--- src/rtl/mult_seq_ctrl_pkg.sv ---
// Shared constants for the time-shared 2x2 lookup-table multiplier.
package mult_seq_ctrl_pkg;

  typedef enum logic [1:0] {
    ST_IDLE  = 2'd0,
    ST_RUN   = 2'd1,
    ST_DRAIN = 2'd2,
    ST_DONE  = 2'd3
  } state_e;

  localparam int unsigned LUT_LAT = 1;
  localparam int unsigned DIG     = 2;

  // Nibble k holds (k[3:2] * k[1:0]); entry 15 (3*3=9) is the top nibble.
  localparam logic [63:0] LUT_TABLE = 64'h9630_6420_3210_0000;

endpackage

--- src/rtl/mult2_lut.sv ---
// Registered 2-bit x 2-bit product table with asynchronous clear.
module mult2_lut
  import mult_seq_ctrl_pkg::*;
(
  input  logic       clk,
  input  logic       rst,
  input  logic [1:0] x,
  input  logic [1:0] y,
  output logic [3:0] p
);

  logic [3:0] r_p;

  always_ff @(posedge clk or posedge rst) begin
    if (rst) begin
      r_p <= '0;
    end else begin
      r_p <= LUT_TABLE[{x, y, 2'b00} +: 4];
    end
  end

  assign p = r_p;

endmodule

--- src/rtl/mult_seq_ctrl.sv ---
// Sequencing controller: walks all radix-4 digit pairs through one shared LUT,
// shifting and accumulating the partial products behind a start/busy/done handshake.
module mult_seq_ctrl
  import mult_seq_ctrl_pkg::*;
#(
  parameter int unsigned WIDTH = 4
) (
  input  logic               clk,
  input  logic               rst,
  input  logic               start,
  input  logic [WIDTH-1:0]   a,
  input  logic [WIDTH-1:0]   b,
  output logic               busy,
  output logic               done,
  output logic [2*WIDTH-1:0] out
);

  localparam int unsigned D  = WIDTH / DIG;
  localparam int unsigned CW = (D > 1) ? $clog2(D) : 1;
  localparam int unsigned AW = 2 * WIDTH;
  localparam int unsigned SW = $clog2(AW);
  localparam logic [CW-1:0] LAST = CW'(D - 1);

  state_e               r_state, w_state_d;
  logic [WIDTH-1:0]     r_a, r_b;
  logic [CW-1:0]        r_i, r_j;
  logic [AW-1:0]        r_acc, w_acc_d, r_out;
  logic [LUT_LAT-1:0]   r_vld;
  logic [LUT_LAT*SW-1:0] r_tag;
  logic                 w_accept, w_issue;
  logic [SW-1:0]        w_tag, w_tag_out;
  logic [DIG-1:0]       w_x, w_y;
  logic [3:0]           w_p;

  assign w_x   = r_a[DIG*r_i +: DIG];
  assign w_y   = r_b[DIG*r_j +: DIG];
  assign w_tag = SW'(DIG * (32'(r_i) + 32'(r_j)));

  mult2_lut u_lut (
    .clk (clk),
    .rst (rst),
    .x   (w_x),
    .y   (w_y),
    .p   (w_p)
  );

  // Shift tag travels alongside the pair so it lines up with the LUT output.
  assign w_tag_out = r_tag[LUT_LAT*SW-1 -: SW];
  assign w_acc_d   = r_acc + (r_vld[LUT_LAT-1] ? (AW'(w_p) << w_tag_out) : '0);

  always_comb begin
    w_state_d = r_state;
    w_accept  = 1'b0;
    w_issue   = 1'b0;
    case (r_state)
      ST_IDLE, ST_DONE: begin
        if (start) begin
          w_accept  = 1'b1;
          w_state_d = ST_RUN;
        end else begin
          w_state_d = ST_IDLE;
        end
      end
      ST_RUN: begin
        w_issue = 1'b1;
        if (r_i == LAST && r_j == LAST) w_state_d = ST_DRAIN;
      end
      ST_DRAIN: w_state_d = ST_DONE;
    endcase
  end

  always_ff @(posedge clk or posedge rst) begin
    if (rst) begin
      r_state <= ST_IDLE;
      r_a     <= '0;
      r_b     <= '0;
      r_i     <= '0;
      r_j     <= '0;
      r_acc   <= '0;
      r_out   <= '0;
      r_vld   <= '0;
      r_tag   <= '0;
    end else begin
      r_state <= w_state_d;
      r_vld   <= LUT_LAT'({r_vld, w_issue});
      r_tag   <= (LUT_LAT*SW)'({r_tag, w_tag});
      if (w_accept) begin
        r_a   <= a;
        r_b   <= b;
        r_i   <= '0;
        r_j   <= '0;
        r_acc <= '0;
      end else begin
        r_acc <= w_acc_d;
        if (w_issue) begin
          if (r_j == LAST) begin
            r_j <= '0;
            r_i <= (r_i == LAST) ? '0 : r_i + 1'b1;
          end else begin
            r_j <= r_j + 1'b1;
          end
        end
      end
      // DRAIN folds in the last partial product on the same edge that publishes it.
      if (r_state == ST_DRAIN) r_out <= w_acc_d;
    end
  end

  assign busy = (r_state == ST_RUN) || (r_state == ST_DRAIN);
  assign done = (r_state == ST_DONE);
  assign out  = r_out;

endmodule

--- config.mk ---
export PLATFORM = sky130hd
export DESIGN_NAME = mult_seq_ctrl
export DESIGN_NICKNAME = d
export VERILOG_FILES = /design/src/rtl/mult_seq_ctrl_pkg.sv /design/src/rtl/mult2_lut.sv /design/src/rtl/mult_seq_ctrl.sv
export SDC_FILE = /design/constraint.sdc
export NUM_CORES = 1
export LEC_CHECK = 0
export BUFFER_PORTS_ARGS = -buffer_cell sky130_fd_sc_hd__buf_2
export CORE_MARGIN = 3
export CORE_UTILIZATION = 48
export CTS_BUF_LIST = sky130_fd_sc_hd__clkbuf_4
export DETAILED_ROUTE_END_ITERATION = 8
export MAX_ROUTING_LAYER = met4
export PLACE_DENSITY = 0.73
export SYNTH_ARGS = -nofsm -noshare
export SYNTH_HDL_FRONTEND = slang
export SYNTH_HIERARCHICAL = 1
export SYNTH_SLANG_ARGS = --single-unit
--- constraint.sdc ---
create_clock -name clk -period 2.75 [get_ports clk]
set_clock_uncertainty 0.2 [all_clocks]
set_input_delay 0.1375 -clock clk [delete_from_list [all_inputs] [get_ports clk]]
set_output_delay 0.1375 -clock clk [all_outputs]
set_load 0.02 [all_outputs]
==> results of run 1 <==
## placed cells by master (no fill, tap or decap), types with 2 or more instances in the layout
master          n
nand2b_1        2
buf_4           2
ha_1           12
dlygate4sd3_1  10
o31ai_2         2
clkinv_1        3
xor2_1          4
mux2i_1         4
xnor2_1         3
mux2_2          6
dfrtp_1        35
nand3b_1        3
nand2_1        36
nor2_1         18
and2_1          6
inv_1          11
nor2b_1         2
o21ai_0         9
clkbuf_4        6
buf_2          20
a21oi_1         7
## worst max-delay path, delay by kind of cell (launching register included)
| kind | cells | cell delay (ns) |
|---|---|---|
| AO/OA/AOI/OAI | 3 | 0.42 |
| flip-flops | 1 | 0.40 |
| adder cells (fa/ha/maj) | 1 | 0.44 |
| AND/OR/NAND/NOR | 4 | 1.11 |
## cell usage after synthesis (all sizes together) (2+ instances only)
library cell and number:
a21oi 8, and2 6, and3 2, buf 2
dfrtp 35, ha 13, inv 12, mux2 6
mux2i 4, nand2 36, nand2b 2, nand3b 3
nor2 18, nor2b 2, o21ai 10, o31ai 2
xnor2 3, xor2 4
## stage by stage
stage / setup slack, ns / cell area (um^2) / instances
6_report: 0.0921 / 2100 / 263
5_1_grt: -0.00337 / 2100 / 263
4_1_cts: 0.0595 / 2080 / 262
3_5_place_dp: 0.0772 / 1930 / 244
3_3_place_gp: 0.171 / 1930 / 244
2_1_floorplan: 0.263 / 1780 / 180
## state kept, by name (all words and copies together) (netlist names)
name,count
r_a,4
u_lut/p,4
r_state,2
r_acc,8
r_vld,1
r_i,1
r_b,4
out,8
r_j,1
r_tag,2
## cells by family (layout without fill, tap and decap cells)
logic type	count (synthesis)	count (layout)	share of synthesized area
xor gates and xnor gates	7	7	0.0344
DFF	35	35	0.492
adders and majority gates	14	14	0.103
and+or+nand+nor	72	72	0.181
AOI/OAI and AO/OA	26	26	0.0907
buffers and inverters	16	53	0.0386
muxes	10	10	0.0604
## power by group
| group | switching (W) | leakage, nW | internal [W] |
|---|---|---|---|
| Combinational | 0.000509 | 0.577 | 0.000333 |
| Sequential | 0.000124 | 0.462 | 0.000699 |
| Clock | 0.000162 | 0.0307 | 0.000105 |
| Total | 0.000795 | 1.07 | 0.00114 |
## area by class of cell
cell class                 count  share of cell area
inverter                      13              0.0233
sequential                    35               0.418
clock buffer                   6              0.0215
clock inverter                 2             0.00358
tap                           46              0.0274
multi-input combinational    129               0.404
timing repair buffer          32               0.103
## per-layer routing
| metal | global-route usage | routed length [um] | up-vias |
|---|---|---|---|
| met1 | 0.230 | 1590 | 635 |
| met3 | 0.0354 | 128 | 4 |
| met4 | 0.0861 | 45 | 0 |
| li1 | - | - | 661 |
| met2 | 0.285 | 1670 | 25 |
| met5 | - | 0 | - |
## worst max path at each step
stage	to	slack [ns]	depth (start not counted)
after floorplan	out[5]$_DFFE_PP0P_	0.26	9
after global placement	out[5]$_DFFE_PP0P_	0.17	9
after detailed placement	out[5]$_DFFE_PP0P_	0.08	9
after CTS	out[5]$_DFFE_PP0P_	0.06	9
after global routing	out[6]$_DFFE_PP0P_	-0.003	8
final	out[6]$_DFFE_PP0P_	0.09	8
## timing repair
item	CTS	global route
hold buffers	10	0
endpoints found under the setup margin	0	6
endpoints found under the hold margin	43	0
gates resized for setup	0	3
setup buffers	0	1
==> run metrics, run 1 <==
Final Setup Violations=0; R2R Path End=out[6]$_DFFE_PP0P_; drc violations=0; crit-path max cell delay=0.52 ns; setup slack, reg-to-reg=0.09 ns; Routed WL=3.44 mm; hold depth=4; antenna fix cells=0; Layout Nets=241; Area Growth Syn to Fin=17.8%; Register Area=876 um^2; share of cells above drive strength 1=0.194; Worst slew margin=0.556; via total after detailed routing=1325; Max-cap violations=0; dpl hpwl=2.42 mm; Starting Density=0.517; worst-margin pin slew=0.666 ns; TritonCTS clock tree=yes; critical path's slowest cell=or3b_2; HP Class=input port to flip-flop; initial antenna violation count=0; Yosys top cell by area=dfrtp_1; mean post-synth cell area=9.89 um^2; Pwr per Cell Area=921 mW/mm^2; multi-input logic area=847 um^2; Worst Hold Margin=0.122 ns; final period utilization=0.967; power consumption=0.00193 W; ys flop type=dfrtp_1; Root Buffer=clkbuf_4; crit path DAT=2.70 ns; setup TNS=0 ns; number of global-route vias before repair=1283; Tmin final=2.66 ns; row count=21; Final Hold Viols=0; VDD IR-drop max=831 uV; last weighted congestion value of the routability-driven placer=0.883; post-synthesis register bit count=35; Worst Setup Path Type=flip-flop to flip-flop; Die H=66.9 um; Final Max Tran Viols=0; grt ovf=0; top-area cell type share of the netlist area=0.492; Synth cell types=34; final core utilization=0.609; Final ANT Viol Nets=0; Req. time, crit path=2.79 ns; H-tree Lvls=2; EDFF count, synth=0; Yosys Warn Count=6; CP startpoint kind=flip-flop; clock latency on the worst-skew pair=0.33 ns; die width=66.9 um; GRT Total Usage=0.183; die area=0.00448 mm^2; Initial DRC Count=62; Worst Setup SP=r_tag[2]$_DFF_PP0_; maximum operating frequency=376 MHz; Critical R2R Launch=r_tag[2]$_DFF_PP0_; hold path start=start; Hold Path End=r_a[2]$_DFFE_PP0P_; Worst Reg-to-Reg Cells=8; Leakage Power=1.07 nW; Num CTS Buffers=5; Max Root-Sink Buffers=2; syn_nets=205; Via density=5.04; WL/cell=13.1 um; synth top area cells=dfrtp_1 49%, ha_1 9.1%, nand2_1 7.6%, nor2_1 3.8%, mux2_2 3.8%; Post-synth ARST share=1.00; number of detailed-route iterations in the first pass=4; number of port buffers=20; cells after synthesis=180; Post-Syn Area=0.00178 mm^2; Seq/Total Area, Yosys=0.492; CP Cell Sequence=nand2b_1, or3b_2, fa_1, nor2b_1, o31a_1, o21ai_1, and3_1, o31ai_2; first-pass GRT wire length=5.77 mm; CTS sink count=35; crit end category=flip-flop; Crit Path Max Fanout=4; outcome=finished clean; boundary pin count=21; Clock transition at path regs=0.10 ns; total core area=0.00344 mm^2; # fillers=281; pin count of the biggest net entering global routing=32
Power figures use the tool's default switching activity.
==> run 2: changes to the inputs <==
==> constraint.sdc (replaced) <==
create_clock -name clk -period 2.8 [get_ports clk]
set_clock_uncertainty 0.2 [all_clocks]
set_input_delay 0.14 -clock clk [delete_from_list [all_inputs] [get_ports clk]]
set_output_delay 0.14 -clock clk [all_outputs]
set_load 0.02 [all_outputs]
==> run metrics, run 2 (synthesis results as in run 1) <==
Req. time, crit path=2.84 ns (was 2.79 ns); dpl hpwl=2.42 mm (unchanged); Max-cap violations=0 (unchanged); Final Hold Viols=0 (unchanged); # placed instances=244 (unchanged); Pwr per Cell Area=913 mW/mm^2 (was 921 mW/mm^2); Crit Path Max Fanout=6 (was 4); drc violations=0 (unchanged); setup slack, reg-to-reg=0.14 ns (was 0.09 ns); # fillers=284 (was 281); final core utilization=0.602 (was 0.609); Worst Reg-to-Reg Cells=8 (unchanged); setup TNS=0 ns (unchanged); row count=21 (unchanged); Worst Hold Margin=0.0166 ns (was 0.122 ns); VDD IR-drop max=811 uV (was 831 uV); TritonCTS clock tree=yes (unchanged); Starting Density=0.517 (unchanged); Register Area=876 um^2 (unchanged); RSZ-0062 raised after global routing=true; Area Growth Syn to Fin=16.4% (was 17.8%); worst setup margin=0.140 ns (was 0.0921 ns); die area=0.00448 mm^2 (unchanged); last weighted congestion value of the routability-driven placer=0.883 (unchanged); post-CTS setup buffers=0 (unchanged); multi-input logic area=841 um^2 (was 847 um^2); WL/cell=12.9 um (was 13.1 um); pin count of the biggest net entering global routing=32 (unchanged); H-tree Lvls=2 (unchanged); total core area=0.00344 mm^2 (unchanged); GRT Total Usage=0.183 (about the same); Die H=66.9 um (unchanged); Via density=5.04 (about the same); outcome=finished clean (unchanged); HP Class=input port to async pin (was input port to flip-flop); Max Root-Sink Buffers=2 (unchanged); initial antenna violation count=0 (unchanged); Final Setup Violations=0 (unchanged); worst-margin pin slew=0.684 ns (was 0.666 ns); number of port buffers=20 (unchanged); crit path DAT=2.70 ns (about the same); boundary pin count=21 (unchanged); final period utilization=0.950 (was 0.967); maximum operating frequency=376 MHz (about the same); first-pass GRT wire length=5.76 mm (was 5.77 mm); Clock transition at path regs=0.10 ns (about the same); Root Buffer=clkbuf_4 (unchanged); dpl ws=0.127 ns (was 0.0772 ns); share of cells above drive strength 1=0.181 (was 0.194); grt ovf=0 (unchanged); CTS sink count=35 (unchanged); Leakage Power=1.06 nW (was 1.07 nW); Final ANT Viol Nets=0 (unchanged); number of detailed-route iterations in the first pass=4 (unchanged); CP startpoint kind=flip-flop (unchanged); commonest cells after routing, fill and taps aside=36 x nand2_1, 35 x dfrtp_1, 20 x buf_2, 18 x nor2_1, 13 x ha_1 (was 36 x nand2_1, 35 x dfrtp_1, 20 x buf_2, 18 x nor2_1, 12 x ha_1); most common cell after layout, fill and taps aside=nand2_1 (unchanged); Final Non-Filler Cells=261 (was 263); crit end category=flip-flop (unchanged); antenna fix cells=0 (unchanged); Layout Nets=239 (was 241); Tmin final=2.66 ns (about the same); via total after detailed routing=1315 (was 1325); number of global-route vias before repair=1275 (was 1283); Final Max Tran Viols=0 (unchanged); Worst slew margin=0.544 (was 0.556); Routed WL=3.36 mm (was 3.44 mm); Worst Setup Path Type=flip-flop to flip-flop (unchanged); die width=66.9 um (unchanged); clock latency on the worst-skew pair=0.33 ns (about the same); Num CTS Buffers=5 (unchanged); Initial DRC Count=55 (was 62)
## run 2: report_power, final
part	internal [W]	leakage (nW)	switching (W)	total, W
Combinational	0.000323	0.570	0.000496	0.000819
Sequential	0.000687	0.462	0.000123	0.000810
Clock	0.000103	0.0307	0.000161	0.000263
## run 2: routing by layer
layer | vias to the layer above | GRT usage | wire [um]
li1 | 659 | - | -
met1 | 629 | 0.232 | 1570
met2 | 23 | 0.281 | 1630
met3 | 4 | 0.0354 | 120
met4 | 0 | 0.0861 | 42
met5 | - | - | 0
## run 2: stage by stage
step / power [W] / instance area [um^2]
global route: 0.00206 / 2070
detailed placement: 0.00163 / 1930
floorplan: 0.00142 / 1780
finish: 0.00189 / 2070
CTS: 0.00191 / 2070
global placement: 0.00157 / 1930
## run 2: area by class of cell
cell class	instances	share of cell area
Tap cell	46	0.0278
Multi-Input combinational cell	129	0.406
Clock inverter	2	0.00362
Sequential cell	35	0.422
Clock buffer	6	0.0217
Inverter	13	0.0235
Timing Repair Buffer	30	0.0954
## run 2: path summary, 6_finish.rpt
path,from,to
worst max register to register,r_tag[2]$_DFF_PP0_,out[6]$_DFFE_PP0P_
min in group clk,start,r_a[2]$_DFFE_PP0P_
worst min register to register,r_a[3]$_DFFE_PP0P_,r_a[3]$_DFFE_PP0P_
max in group asynchronous,rst,r_acc[0]$_DFF_PP0_
worst min-delay path,rst,u_lut/p[2]$_DFF_PP0_
worst max-delay path,r_tag[2]$_DFF_PP0_,out[6]$_DFFE_PP0P_
## run 2: critical path: stages (launching register included)
cell	delay, ns
dfrtp_1	0.43
nand2b_1	0.20
or3b_2	0.51
fa_1	0.45
nor2b_1	0.17
o31a_1	0.16
o21ai_1	0.08
and3_1	0.21
o31ai_2	0.17
## run 2: repair_timing
action                                  4_1_cts  5_1_grt
hold buffers                                  9        0
gates resized for setup                       0        1
endpoints found under the setup margin        0        3
endpoints found under the hold margin        43        0
==> run 3: changes to the inputs <==
--- a/config.mk
+++ b/config.mk
@@ -11,7 +11,7 @@
 export CTS_BUF_LIST = sky130_fd_sc_hd__clkbuf_4
 export DETAILED_ROUTE_END_ITERATION = 8
 export MAX_ROUTING_LAYER = met4
-export PLACE_DENSITY = 0.73
+export PLACE_DENSITY = 0.68
 export SYNTH_ARGS = -nofsm -noshare
 export SYNTH_HDL_FRONTEND = slang
 export SYNTH_HIERARCHICAL = 1
==> run metrics, run 3 (synthesis results as in run 1) <==
dpl hpwl=2.65 mm (was 2.42 mm); Placed Area=0.00193 mm^2 (unchanged); Critical R2R Launch=r_tag[2]$_DFF_PP0_ (unchanged); number of port buffers=20 (unchanged); Worst Setup Path Type=flip-flop to flip-flop (unchanged); pin count of the biggest net entering global routing=32 (unchanged); Worst Setup SP=r_tag[2]$_DFF_PP0_ (unchanged); boundary pin count=21 (unchanged); initial antenna violation count=0 (unchanged); CTS sink count=35 (unchanged); Layout Nets=240 (was 239); Final Setup Violations=0 (unchanged); Final ANT Viol Nets=0 (unchanged); most common cell after layout, fill and taps aside=nand2_1 (unchanged); Root Buffer=clkbuf_4 (unchanged); worst-margin pin slew=0.624 ns (was 0.684 ns); antenna fix cells=0 (unchanged); crit end category=flip-flop (unchanged); Via density=4.99 (was 5.04); final period utilization=0.955 (was 0.950); GRT Total Usage=0.196 (was 0.183); RSZ-0062 raised after global routing=false (was true); Worst slew margin=0.584 (was 0.544); Area Growth Syn to Fin=17.3% (was 16.4%); row count=21 (unchanged); clock latency on the worst-skew pair=0.34 ns (was 0.33 ns); final non-filler cell area=0.00209 mm^2 (was 0.00207 mm^2); Max Root-Sink Buffers=2 (unchanged); Pwr per Cell Area=925 mW/mm^2 (was 913 mW/mm^2); share of cells above drive strength 1=0.199 (was 0.181); number of detailed-route iterations in the first pass=4 (unchanged); die width=66.9 um (unchanged); Crit Path Max Fanout=6 (unchanged); commonest cells after routing, fill and taps aside=36 x nand2_1, 35 x dfrtp_1, 20 x buf_2, 18 x nor2_1, 12 x ha_1 (was 36 x nand2_1, 35 x dfrtp_1, 20 x buf_2, 18 x nor2_1, 13 x ha_1); HP Class=input port to async pin (unchanged); Die H=66.9 um (unchanged); Clock transition at path regs=0.10 ns (about the same); H-tree Lvls=2 (unchanged); Max-cap violations=0 (unchanged); TritonCTS clock tree=yes (unchanged); Routed WL=3.49 mm (was 3.36 mm); number of global-route vias before repair=1366 (was 1275); CP Cell Sequence=nand2b_1, or3b_2, fa_1, nor2b_1, o31a_1, o21ai_1, and3_1, o31ai_2 (unchanged); crit path DAT=2.73 ns (was 2.70 ns); Tmin final=2.68 ns (was 2.66 ns); maximum operating frequency=374 MHz (was 376 MHz); drc violations=0 (unchanged); total core area=0.00344 mm^2 (unchanged); crit-path max cell delay=0.52 ns (was 0.51 ns); Initial DRC Count=40 (was 55); critical path's slowest cell=or3b_2 (unchanged); grt ovf=0 (unchanged); WL/cell=13.3 um (was 12.9 um); Leakage Power=1.07 nW (was 1.06 nW); # fillers=295 (was 284); first-pass GRT wire length=6.17 mm (was 5.76 mm); via total after detailed routing=1308 (was 1315); outcome=finished clean (unchanged); setup TNS=0 ns (unchanged); Starting Density=0.517 (unchanged); Final Max Tran Viols=0 (unchanged); VDD IR-drop max=677 uV (was 811 uV); die area=0.00448 mm^2 (unchanged); CP startpoint kind=flip-flop (unchanged); last weighted congestion value of the routability-driven placer=0.873 (was 0.883); Num CTS Buffers=5 (unchanged); Final Hold Viols=0 (unchanged); Req. time, crit path=2.86 ns (was 2.84 ns)
[run 3: cell types whose count changed in the layout (fill, tap and decap cells not counted), sizes merged]
cell	previous run	this run
clkinv	3	2
buf	21	22
clkbuf	6	7
[run 3: path summary, 6_finish.rpt]
check / end / slack (ns) / cells past startpoint
setup / recovery: out[6]$_DFFE_PP0P_ / 0.12 / 8
hold reg to reg: r_b[3]$_DFFE_PP0P_ / 0.28 / 2
hold / removal: u_lut/p[2]$_DFF_PP0_ / 0.01 / 3
max in group asynchronous: r_acc[6]$_DFF_PP0_ / 1.90 / 4
setup reg to reg: out[6]$_DFFE_PP0P_ / 0.12 / 8
min in group clk: r_a[3]$_DFFE_PP0P_ / 0.11 / 4
[run 3: cell type report]
| type | count | area [um^2] | area share |
|---|---|---|---|
| repair buffers | 31 | 205 | 0.0983 |
| flip-flops and latches | 35 | 876 | 0.419 |
| inverters | 13 | 48.8 | 0.0234 |
| multi-input cells | 129 | 843 | 0.404 |
| well taps | 46 | 57.6 | 0.0276 |
| clock inverters | 1 | 5.00 | 0.00240 |
| clock buffers | 7 | 52.6 | 0.0252 |
[run 3: stage by stage]
step	std cells	setup WS (ns)	power, W	hold WS, ns	utilization
2_1_floorplan	180	0.313	0.00142	-0.294	-
3_3_place_gp	244	0.200	0.00159	-0.178	0.559
3_5_place_dp	244	0.130	0.00164	-0.162	0.559
4_1_cts	261	0.112	0.00194	0.00754	0.602
5_1_grt	262	0.00295	0.00211	0.0326	0.607
6_report	262	0.125	0.00193	0.0146	0.607
[run 3: where the power goes]
group / internal [W] / switching (W) / total (W)
logic: 0.000331 / 0.000511 / 0.000842
registers: 0.000687 / 0.000122 / 0.000809
clock network: 0.000117 / 0.000163 / 0.000280
[run 3: critical path, delay by kind of cell (launching register included)]
kind                       cells  cell delay, ns
adders and majority gates      1            0.44
and+or+nand+nor                4            1.11
DFF                            1            0.43
AOI/OAI and AO/OA              3            0.40
[run 3: what timing repair did]
action,in CTS,in global routing
buffers inserted,0,1
hold endpoints to repair,43,0
setup endpoints to repair,0,3
gates resized for setup,0,2
hold buffers,9,0
[run 3: layer usage]
metal	track usage	vias up	wire, um
met3	0.0506	6	102
met5	-	-	0
li1	-	659	-
met4	0.0835	0	67
met1	0.246	624	1670
met2	0.301	19	1650
